<file path="config.mk">
export PLATFORM = sky130hd
export DESIGN_NAME = ct_fspu_wb_buf_flat
export DESIGN_NICKNAME = d
export VERILOG_FILES = /design/src/rtl/ct_fspu_wb_buf_if.sv /design/src/rtl/ct_fspu_wb_buf.sv /design/src/flat_wrapper.sv
export SDC_FILE = /design/constraint.sdc
export NUM_CORES = 1
export LEC_CHECK = 0
export BUFFER_PORTS_ARGS = -buffer_cell sky130_fd_sc_hd__buf_4
export CAP_MARGIN = 25
export CORE_ASPECT_RATIO = 0.9
export CORE_MARGIN = 2
export CORE_UTILIZATION = 40
export CTS_CLUSTER_SIZE = 14
export DETAILED_ROUTE_END_ITERATION = 10
export HOLD_SLACK_MARGIN = 0.02
export PLACE_DENSITY_LB_ADDON = 0.2
export SETUP_SLACK_MARGIN = 0.15
export SYNTH_ARGS = -nofsm -noshare
export SYNTH_HDL_FRONTEND = slang
export SYNTH_SLANG_ARGS = --single-unit
</file>
<file path="constraint.sdc">
create_clock -name forever_cpuclk -period 7.95 [get_ports forever_cpuclk]
set_input_delay 1.59 -clock forever_cpuclk [delete_from_list [all_inputs] [get_ports forever_cpuclk]]
set_output_delay 1.59 -clock forever_cpuclk [all_outputs]
set_load 0.03 [all_outputs]
</file>
<file path="src/rtl/ct_fspu_wb_buf_if.sv">
// FSPU writeback buffer bundle: EX3 result capture, flush, and RF write-port request/grant.
// master = producer/RF side, slave = the buffer.
interface ct_fspu_wb_buf_if #(
   parameter int PREG_W = 7
);
   logic              fspu_forward_r_vld;
   logic [63:0]       fspu_forward_result;
   logic [63:0]       fspu_mfvr_data;
   logic              dp_fspu_ex3_mfvr;
   logic [PREG_W-1:0] dp_fspu_ex3_dst_preg;
   logic              rtu_yy_xx_flush;
   logic              rf_fspu_wb_grant;
   logic              fspu_wb_vld;
   logic [63:0]       fspu_wb_data;
   logic [PREG_W-1:0] fspu_wb_preg;
   logic              fspu_wb_mfvr;
   logic              fspu_wb_stall;
   logic              fspu_wb_ovfl;

   modport master (
      output fspu_forward_r_vld, fspu_forward_result, fspu_mfvr_data,
             dp_fspu_ex3_mfvr, dp_fspu_ex3_dst_preg, rtu_yy_xx_flush, rf_fspu_wb_grant,
      input  fspu_wb_vld, fspu_wb_data, fspu_wb_preg, fspu_wb_mfvr,
             fspu_wb_stall, fspu_wb_ovfl
   );

   modport slave (
      input  fspu_forward_r_vld, fspu_forward_result, fspu_mfvr_data,
             dp_fspu_ex3_mfvr, dp_fspu_ex3_dst_preg, rtu_yy_xx_flush, rf_fspu_wb_grant,
      output fspu_wb_vld, fspu_wb_data, fspu_wb_preg, fspu_wb_mfvr,
             fspu_wb_stall, fspu_wb_ovfl
   );
endinterface

</file>
<file path="src/rtl/ct_fspu_wb_buf.sv">
// Two-entry in-order writeback buffer between the FSPU EX3 stage and the shared RF write port.
// Holds results until grant, stalls issue ahead of overflow, and flags a sticky overflow.
module ct_fspu_wb_buf #(
   parameter int DEPTH  = 2,
   parameter int PREG_W = 7
) (
   input  logic              forever_cpuclk,
   input  logic              cpurst,
   ct_fspu_wb_buf_if.slave   wb
);

   typedef struct packed {
      logic [63:0]       data;
      logic [PREG_W-1:0] preg;
      logic              mfvr;
   } entry_t;

   entry_t     mem [DEPTH];
   entry_t     push_entry;
   logic       wptr;
   logic       rptr;
   logic [1:0] count;
   logic       stall_q;
   logic       ovfl_q;
   logic       push;
   logic       pop;
   logic       full;
   logic       accept;

   assign push   = wb.fspu_forward_r_vld & ~wb.rtu_yy_xx_flush;
   assign pop    = (count != 2'd0) & wb.rf_fspu_wb_grant;
   assign full   = (count == 2'd2);
   // When full, a push is only taken if the head retires in the same cycle.
   assign accept = push & (~full | pop);

   assign push_entry.data = wb.dp_fspu_ex3_mfvr ? wb.fspu_mfvr_data : wb.fspu_forward_result;
   assign push_entry.preg = wb.dp_fspu_ex3_dst_preg;
   assign push_entry.mfvr = wb.dp_fspu_ex3_mfvr;

   // NOTE: storage is reset as well, so the head outputs read as zero after reset
   // rather than whatever the RAM powered up with.
   always_ff @(posedge forever_cpuclk or posedge cpurst) begin
      if (cpurst) begin
         for (int i = 0; i < DEPTH; i++) mem[i] <= '0;
      end else if (accept) begin
         // NOTE: non-blocking, so a full-buffer push+pop overwrites the slot only after
         // the current head has been presented this cycle.
         mem[wptr] <= push_entry;
      end
   end

   always_ff @(posedge forever_cpuclk or posedge cpurst) begin
      if (cpurst) begin
         wptr  <= 1'b0;
         rptr  <= 1'b0;
         count <= 2'd0;
      end else if (wb.rtu_yy_xx_flush) begin
         wptr  <= 1'b0;
         rptr  <= 1'b0;
         count <= 2'd0;
      end else begin
         if (accept) wptr <= ~wptr;
         if (pop)    rptr <= ~rptr;
         case ({accept, pop})
            2'b10:   count <= count + 2'd1;
            2'b01:   count <= count - 2'd1;
            default: count <= count;
         endcase
      end
   end

   // Stall is registered, so it asserts one result early to cover the one still in flight.
   always_ff @(posedge forever_cpuclk or posedge cpurst) begin
      if (cpurst) begin
         stall_q <= 1'b0;
         ovfl_q  <= 1'b0;
      end else begin
         stall_q <= full | ((count == 2'd1) & push & ~pop);
         if (push & full & ~pop) ovfl_q <= 1'b1;
      end
   end

   assign wb.fspu_wb_vld   = (count != 2'd0);
   assign wb.fspu_wb_data  = mem[rptr].data;
   assign wb.fspu_wb_preg  = mem[rptr].preg;
   assign wb.fspu_wb_mfvr  = mem[rptr].mfvr;
   assign wb.fspu_wb_stall = stall_q;
   assign wb.fspu_wb_ovfl  = ovfl_q;

endmodule

</file>
<file path="src/flat_wrapper.sv">
// flat-port wrapper written by rule: the top's interface ports become plain ports
module ct_fspu_wb_buf_flat 
#(
   parameter int DEPTH  = 2,
   parameter int PREG_W = 7
)
  (forever_cpuclk, cpurst, wb_fspu_forward_r_vld, wb_fspu_forward_result, wb_fspu_mfvr_data, wb_dp_fspu_ex3_mfvr, wb_dp_fspu_ex3_dst_preg, wb_rtu_yy_xx_flush, wb_rf_fspu_wb_grant, wb_fspu_wb_vld, wb_fspu_wb_data, wb_fspu_wb_preg, wb_fspu_wb_mfvr, wb_fspu_wb_stall, wb_fspu_wb_ovfl);
  ct_fspu_wb_buf_if #(.PREG_W(PREG_W)) wb_i ();
  input  logic forever_cpuclk;
  input  logic cpurst;
  input wire logic [$bits(wb_i.fspu_forward_r_vld)-1:0] wb_fspu_forward_r_vld;
  input wire logic [$bits(wb_i.fspu_forward_result)-1:0] wb_fspu_forward_result;
  input wire logic [$bits(wb_i.fspu_mfvr_data)-1:0] wb_fspu_mfvr_data;
  input wire logic [$bits(wb_i.dp_fspu_ex3_mfvr)-1:0] wb_dp_fspu_ex3_mfvr;
  input wire logic [$bits(wb_i.dp_fspu_ex3_dst_preg)-1:0] wb_dp_fspu_ex3_dst_preg;
  input wire logic [$bits(wb_i.rtu_yy_xx_flush)-1:0] wb_rtu_yy_xx_flush;
  input wire logic [$bits(wb_i.rf_fspu_wb_grant)-1:0] wb_rf_fspu_wb_grant;
  output wire logic [$bits(wb_i.fspu_wb_vld)-1:0] wb_fspu_wb_vld;
  output wire logic [$bits(wb_i.fspu_wb_data)-1:0] wb_fspu_wb_data;
  output wire logic [$bits(wb_i.fspu_wb_preg)-1:0] wb_fspu_wb_preg;
  output wire logic [$bits(wb_i.fspu_wb_mfvr)-1:0] wb_fspu_wb_mfvr;
  output wire logic [$bits(wb_i.fspu_wb_stall)-1:0] wb_fspu_wb_stall;
  output wire logic [$bits(wb_i.fspu_wb_ovfl)-1:0] wb_fspu_wb_ovfl;
  assign wb_i.fspu_forward_r_vld = wb_fspu_forward_r_vld;
  assign wb_i.fspu_forward_result = wb_fspu_forward_result;
  assign wb_i.fspu_mfvr_data = wb_fspu_mfvr_data;
  assign wb_i.dp_fspu_ex3_mfvr = wb_dp_fspu_ex3_mfvr;
  assign wb_i.dp_fspu_ex3_dst_preg = wb_dp_fspu_ex3_dst_preg;
  assign wb_i.rtu_yy_xx_flush = wb_rtu_yy_xx_flush;
  assign wb_i.rf_fspu_wb_grant = wb_rf_fspu_wb_grant;
  assign wb_fspu_wb_vld = wb_i.fspu_wb_vld;
  assign wb_fspu_wb_data = wb_i.fspu_wb_data;
  assign wb_fspu_wb_preg = wb_i.fspu_wb_preg;
  assign wb_fspu_wb_mfvr = wb_i.fspu_wb_mfvr;
  assign wb_fspu_wb_stall = wb_i.fspu_wb_stall;
  assign wb_fspu_wb_ovfl = wb_i.fspu_wb_ovfl;
  ct_fspu_wb_buf #(.DEPTH(DEPTH), .PREG_W(PREG_W)) u_core (.forever_cpuclk(forever_cpuclk), .cpurst(cpurst), .wb(wb_i));
endmodule
</file>
## After elaboration in Yosys (flattened, before gate mapping)

Index checks and enable logic that the tools add are counted.

| cells by class | value |
|---|---|
| $add $sub $neg | 2 |
| reductions and logical operators | 5 |
| bitwise gates (word level) | 16 |
| multiplexer cells | 13 |
| magnitude comparators | 3 |
| eq/ne operators | 4 |

Operators by type and width:

| cell | count |
|---|---|
| 72-bit two-way mux | 4 |
| 144-bit bitwise mux | 1 |
| 72-bit demux with 1-bit select | 1 |
| 64-bit two-way mux | 1 |
| 1-bit bitwise AND | 7 |
| 2-bit nonzero test | 3 |
| 1-bit inverter | 5 |
| 2-bit by 1-bit == test with 1-bit output (second input constant) | 2 |
| 2-bit == test (second input constant) | 2 |
| 2-bit greater-or-equal comparator (second input constant) | 2 |
| 1-bit two-way mux | 4 |
| 1-bit inverter with 2-bit output | 2 |
| 2-bit one-hot mux with 2 select lines | 1 |
| 3-bit nonzero test | 1 |
| 2-bit by 1-bit adder with 2-bit output (second input constant) | 1 |
| 2-bit by 1-bit less-than comparator with 1-bit output (second input constant) | 1 |
| 2-bit two-way mux | 1 |
| 1-bit bitwise OR | 2 |
| 2-bit by 1-bit subtractor with 2-bit output (second input constant) | 1 |
| 1-bit logical AND | 1 |

| word-level totals | value |
|---|---|
| bits in registers | 150 |
| word-level logic and storage cells | 54 |
| input bits | 141 |

## Longest topological paths before layout

Gate-level depths: netlist (run 1).

| depth | value |
|---|---|
| word-level depth | 7 |
| mapped depth | 7 |
| mapped depth without buffers | 5 |

## Worst setup path before layout (run 1)

Ideal clock, no wire load.

| path | value |
|---|---|
| kind | register to output |
| start point | register u_core.rptr |
| end point | output port wb_fspu_wb_data[54] |
| arrival time | 1401 ps |
| cell stages (with the launch flop) | 4 |
| slack | 4959 ps |
| path buffers | 2 |
| cell sequence | dfrtp_1 clkbuf_1 clkbuf_1 mux2_2 |

| on the way | value |
|---|---|
| cells in the longest elaborated chain, start to end | 4 |

Ends and longest elaborated chain:

| what | line | source |
|---|---|---|
| start: declaration | ct_fspu_wb_buf.sv:21 | `logic rptr;` |
| start signal: assignment | ct_fspu_wb_buf.sv:63 | `if (pop) rptr <= ~rptr;` |
| 1-bit inverter with 2-bit output (implied by the code) | ct_fspu_wb_buf.sv:84 | `assign wb.fspu_wb_data = mem[rptr].data;` |
| 72-bit two-way mux (implied by the code) (3 in a row) | ct_fspu_wb_buf.sv:84 |  |
| end: declaration | flat_wrapper.sv:19 | `output wire logic [$bits(wb_i.fspu_wb_data)-1:0] wb_fspu_wb_data;` |

No other way between the ends. The select of a mux whose other input is x is not followed.

## Worst setup path in the final report (run 1)

| path | value |
|---|---|
| start point | register u_core.rptr |
| end point | output port wb_fspu_wb_data[14] |

Same word-level chain as after synthesis.

==> results of run 1 <==
cells by family after synthesis:
| group | count (synthesis) | synth area share [%] |
|---|---|---|
| AOI/OAI and AO/OA | 10 | 1.27 |
| xor gates and xnor gates | 1 | 0.117 |
| adders and majority gates | 3 | 0.499 |
| buffers and inverters | 36 | 3.46 |
| DFF | 150 | 49.9 |
| muxes | 283 | 43.9 |
| and+or+nand+nor | 9 | 0.849 |
synth_stat cells, types with 2 or more instances:
cell / n
a21oi_1: 2
mux2_1: 10
dfrtp_1: 150
nor2_1: 3
buf_6: 15
inv_1: 5
ha_1: 3
a211oi_4: 2
a21o_1: 2
nand2b_4: 2
clkbuf_1: 12
mux2i_1: 2
mux2_2: 241
nand2b_1: 4
buf_4: 3
mux2_4: 30
routing by layer:
layer	global-route usage (%)	wire, um	up-vias
li1	-	-	2193
met1	20.1	6770	2388
met2	28.9	8110	126
met3	4.73	914	14
met4	4.81	235	0
met5	0	0	-
layout make-up:
class	instances	area, um^2	area share [%]
Tap cell	245	307	3.10
Multi-Input combinational cell	306	3500	35.4
Antenna cell	1	2.50	0.0253
Clock inverter	11	171	1.73
Timing Repair Buffer	221	1680	17.0
Clock buffer	21	460	4.65
Inverter	5	23.8	0.240
Sequential cell	150	3760	37.9
power breakdown:
group,leakage [nW],internal (mW),switching (mW)
logic,2.35,0.899,0.890
registers,1.78,1.12,0.193
clock network,0.304,0.544,0.315
total,4.44,2.57,1.40
state kept, by name, summed over array words and instances (netlist names):
signal and cells:
u_core.mem 144, u_core.wb.fspu_wb_stall 1, u_core.count 2, u_core.rptr 1, u_core.wptr 1, u_core.wb.fspu_wb_ovfl 1
worst max-delay path by stage:
stage	end	start
after global routing	wb_fspu_wb_data[14]	u_core.rptr
after CTS	wb_fspu_wb_data[14]	u_core.rptr
after detailed placement	u_core.mem[79]	wb_rtu_yy_xx_flush
after global placement	u_core.mem[97]	wb_rtu_yy_xx_flush
after floorplan	u_core.count[0]	cpurst
final	wb_fspu_wb_data[14]	u_core.rptr
==> flow_summary.toml, run 1 <==
[pwr]
p_leak_nw = 4.44
vdd_drop_max_v = 0.000183
power.density_mw_per_mm2 = 400
power_mw = 3.96

[yosys]
synthArstFlopShare_pct = 100
synthesis.nets = 636
synth.area.top_cells = "dfrtp_1 50%, mux2_2 36%, mux2_4 6.0%"
ys_ff_latch = 150
syn_avg_cell_area_um2 = 15.3
yosysWarnings = 0
synth_top_cell_area_share_pct = 49.9
netlist-cell-type-count = 22
synth_top_flop_cell = "dfrtp_1"
synth_cells = 492
seq_area_frac_synth_pct = 49.9
synth_edf_count = 0
mappedNetlistArea_mm2 = 0.00752
yosysTopAreaCell = "dfrtp_1"

[flow_run]
drv_cap = 0

[floorplan]
core_mm2 = 0.0184
io_pins = 216
dieArea_mm2 = 0.0199
rows = 47
start_util_pct = 40.8
dieHeight_um = 134
die_w_um = 148

[global_route]
gr-total-overflow = 0
antenna_found_initial = 1
grt_max_degree = 86
grt_pass1_vias = 5091
grt_pass1_wl_mm = 26.1
grt.total_usage_pct = 16.6

[finish]
layout_commonest_cell = "mux2_2"
nNetsFinal = 845
drive_above_1_share_pct = 74.1
fillers = 1588
fin_util_pct = 53.8
stdcell_area_mm2 = 0.00990
most-common-layout-cells = "241 x mux2_2, 220 x buf_4, 149 x dfrtp_1"
syn2layout_area_growth_pct = 31.8
final_cells = 960

[timing]
rsz0062_at_grt = "false"
min_period_ps = 3610
setup_ws_ps = 4340
fin_worst_skew_ps = 5.42
report.final.slew_viol_count = 0
setup_violations = 0
max-slew-margin-rel_pct = 43.3
fmax_mhz = 277
finalCritPeriodShare_pct = 45.4
whs_ps = 477
tns_ps = 0
worst_slew_pin_slew_ps = 850
final-hold-violation-count = 0

[critical_path]
worstPathCellList = "buf_16, mux2_2, buf_4"
path_max_fanout = 48
cp-end-kind = "output port"
r2r-start = "u_core.count[0]"
crit_cells = 3
crit_slowest_cell = "dfrtp_4"
critical_path_class = "register to output port"
worst-path-buf-inv = 2
critPathLaunchType = "register"
crit_required_ps = 6360
r2r_end = "u_core.mem[80]"
cp.arrival_ps = 2020
crit_family = "flip-flops"
max_stage_delay_ps = 690
rr_worst_depth = 6
reg2reg_slack_ps = 5250

[placement]
port_buffers = 215
placed_cell_area_mm2 = 0.00927
globalplace.congestion = 0.703
dp.cells = 927
hpwl_mm = 10.7
place_ws_ps = 4190

[routing]
viasPerCell = 4.92
wl_per_cell_um = 16.7
route.vias.total = 4721
route.antenna.remaining_nets = 0
detail_route.wirelength_mm = 16.0
firstDrtPassIters = 4
drt_first_iter_violations = 116
drc_errors = 0

[min_path]
hp-class = "register to register"
hold_path_end = "u_core.wb.fspu_wb_ovfl"
hold_depth = 1
min-delay-start = "u_core.wb.fspu_wb_ovfl"

[cts]
cts.hold.buffers_added = 0
clk_latency_ps = 410
clkTransAtPathRegs_ps = 60
clock-sinks = 150
cts_buffer_depth = 2
htree_levels = 4
cts_made_buffers = 17
postCtsSetupBuffers = 0
cts_tree = "yes"
cts-root-buf = "clkbuf_16"
cts-resized-gates = 0

[outcome]
status = "completed"
Power figures use the tool's default switching activity.
==> run 2: changes to the inputs <==
==> constraint.sdc (replaced) <==
create_clock -name forever_cpuclk -period 3.7 [get_ports forever_cpuclk]
set_input_delay 0.74 -clock forever_cpuclk [delete_from_list [all_inputs] [get_ports forever_cpuclk]]
set_output_delay 0.74 -clock forever_cpuclk [all_outputs]
set_load 0.03 [all_outputs]
==> flow_summary.toml, run 2 (synthesis results as in run 1) <==
[outcome]
status = "completed"

[cts]
cts_buffer_depth = 2
cts_tree = "yes"
cts-root-buf = "clkbuf_16"
cts-resized-gates = 0
cts_made_buffers = 17
postCtsSetupBuffers = 0
clk_latency_ps = 420
htree_levels = 4
cts.hold.buffers_added = 0
clkTransAtPathRegs_ps = 70
clock-sinks = 150

[floorplan]
core_mm2 = 0.0184
rows = 47
start_util_pct = 40.8
die_w_um = 148
io_pins = 216
dieArea_mm2 = 0.0199
dieHeight_um = 134

[finish]
nNetsFinal = 847
drive_above_1_share_pct = 74.4
syn2layout_area_growth_pct = 31.6
top_register = "u_core.mem"
most-common-layout-cells = "241 x mux2_2, 219 x buf_4, 149 x dfrtp_1"
largest_reg_flops = 144
reg.largest.list = "u_core.mem (144), u_core.count (2)"
layout_commonest_cell = "mux2_2"
diodes = 0

[flow_run]
drv_cap = 0

[timing]
fmax_mhz = 354
report.final.slew_viol_count = 0
tns_ps = 0
rsz0062_at_grt = "false"
max-slew-margin-rel_pct = 43.3
final-hold-violation-count = 0
finalCritPeriodShare_pct = 76.4
worst_slew_pin_slew_ps = 851
setup_violations = 0
min_period_ps = 2830
fin_worst_skew_ps = 7.83

[global_route]
grt_pass1_wl_mm = 27.4
gr-total-overflow = 0
grt.total_usage_pct = 17.3
grt_pass1_vias = 5338
grt_max_degree = 78
antenna_found_initial = 0

[critical_path]
crit_required_ps = 2960
reg2reg_slack_ps = 1320
cp.arrival_ps = 2090
critical_path_class = "register to output port"
path_max_fanout = 43
cp-end-kind = "output port"
rr_worst_depth = 6
critPathLaunchType = "register"
r2r_end = "u_core.mem[140]"
r2r-start = "u_core.count[0]"
critPathLaunch = "u_core.rptr"

[placement]
port_buffers = 215
globalplace.congestion = 0.706
hpwl_mm = 11.2

[routing]
drt_first_iter_violations = 105
route.vias.total = 4710
viasPerCell = 4.90
firstDrtPassIters = 4
route.antenna.remaining_nets = 0
drc_errors = 0
wl_per_cell_um = 17.3
detail_route.wirelength_mm = 16.7

[pwr]
power_mw = 8.38
p_leak_nw = 4.43
vdd_drop_max_v = 0.000359
power.density_mw_per_mm2 = 848

[min_path]
hp-class = "primary input to asynchronous set/reset pin"
## run 2: per-layer routing
metal	global-route usage, %	part of all wire [%]	wire length (um)	vias up
li1	-	-	-	2195
met2	29.2	49	8230	138
met4	5.50	1.2	200	0
met3	3.98	5.4	899	19
met1	22.3	44	7340	2358
met5	0	0	0	-
## run 2: worst max path at each step
| stage | endpoint | slack (ps) | depth (start not counted) |
|---|---|---|---|
| after global placement | u_core.mem[104] | 1230 | 5 |
| after global routing | wb_fspu_wb_data[38] | 790 | 3 |
| after floorplan | u_core.count[0] | 1070 | 1 |
| after CTS | wb_fspu_wb_data[38] | 840 | 3 |
| after detailed placement | u_core.mem[140] | 1190 | 5 |
| final | wb_fspu_wb_data[38] | 870 | 3 |
## run 2: layout make-up
type,instances,area [um^2]
fillers,1584,8520
inverters,5,22.5
clock inverters,15,144
flip-flops and latches,150,3760
clock buffers,17,425
repair buffers,223,1730
multi-input cells,306,3500
well taps,245,307
## run 2: worst max-delay path, stage by stage (launching register included)
cell	delay [ps]
dfrtp_4	750
buf_12	330
mux2_2	390
buf_4	170
## run 2: where the power goes
group	switching (mW)	internal (mW)	total, mW	leakage [nW]
Sequential	0.425	2.41	2.84	1.78
Combinational	1.93	1.94	3.86	2.37
Clock	0.739	0.943	1.68	0.274
Total	3.09	5.29	8.38	4.43
## run 2: through the flow
| step | hold slack [ps] | setup WS (ps) | std cells | utilization, % | area (um^2) |
|---|---|---|---|---|---|
| 2_1_floorplan | 452 | 1070 | 492 | - | 7520 |
| 3_3_place_gp | 455 | 1230 | 928 | 50.5 | 9290 |
| 3_5_place_dp | 469 | 1190 | 928 | 50.5 | 9290 |
| 4_1_cts | 460 | 837 | 960 | 53.6 | 9860 |
| 5_1_grt | 348 | 790 | 961 | 53.7 | 9890 |
| 6_report | 355 | 875 | 961 | 53.7 | 9890 |
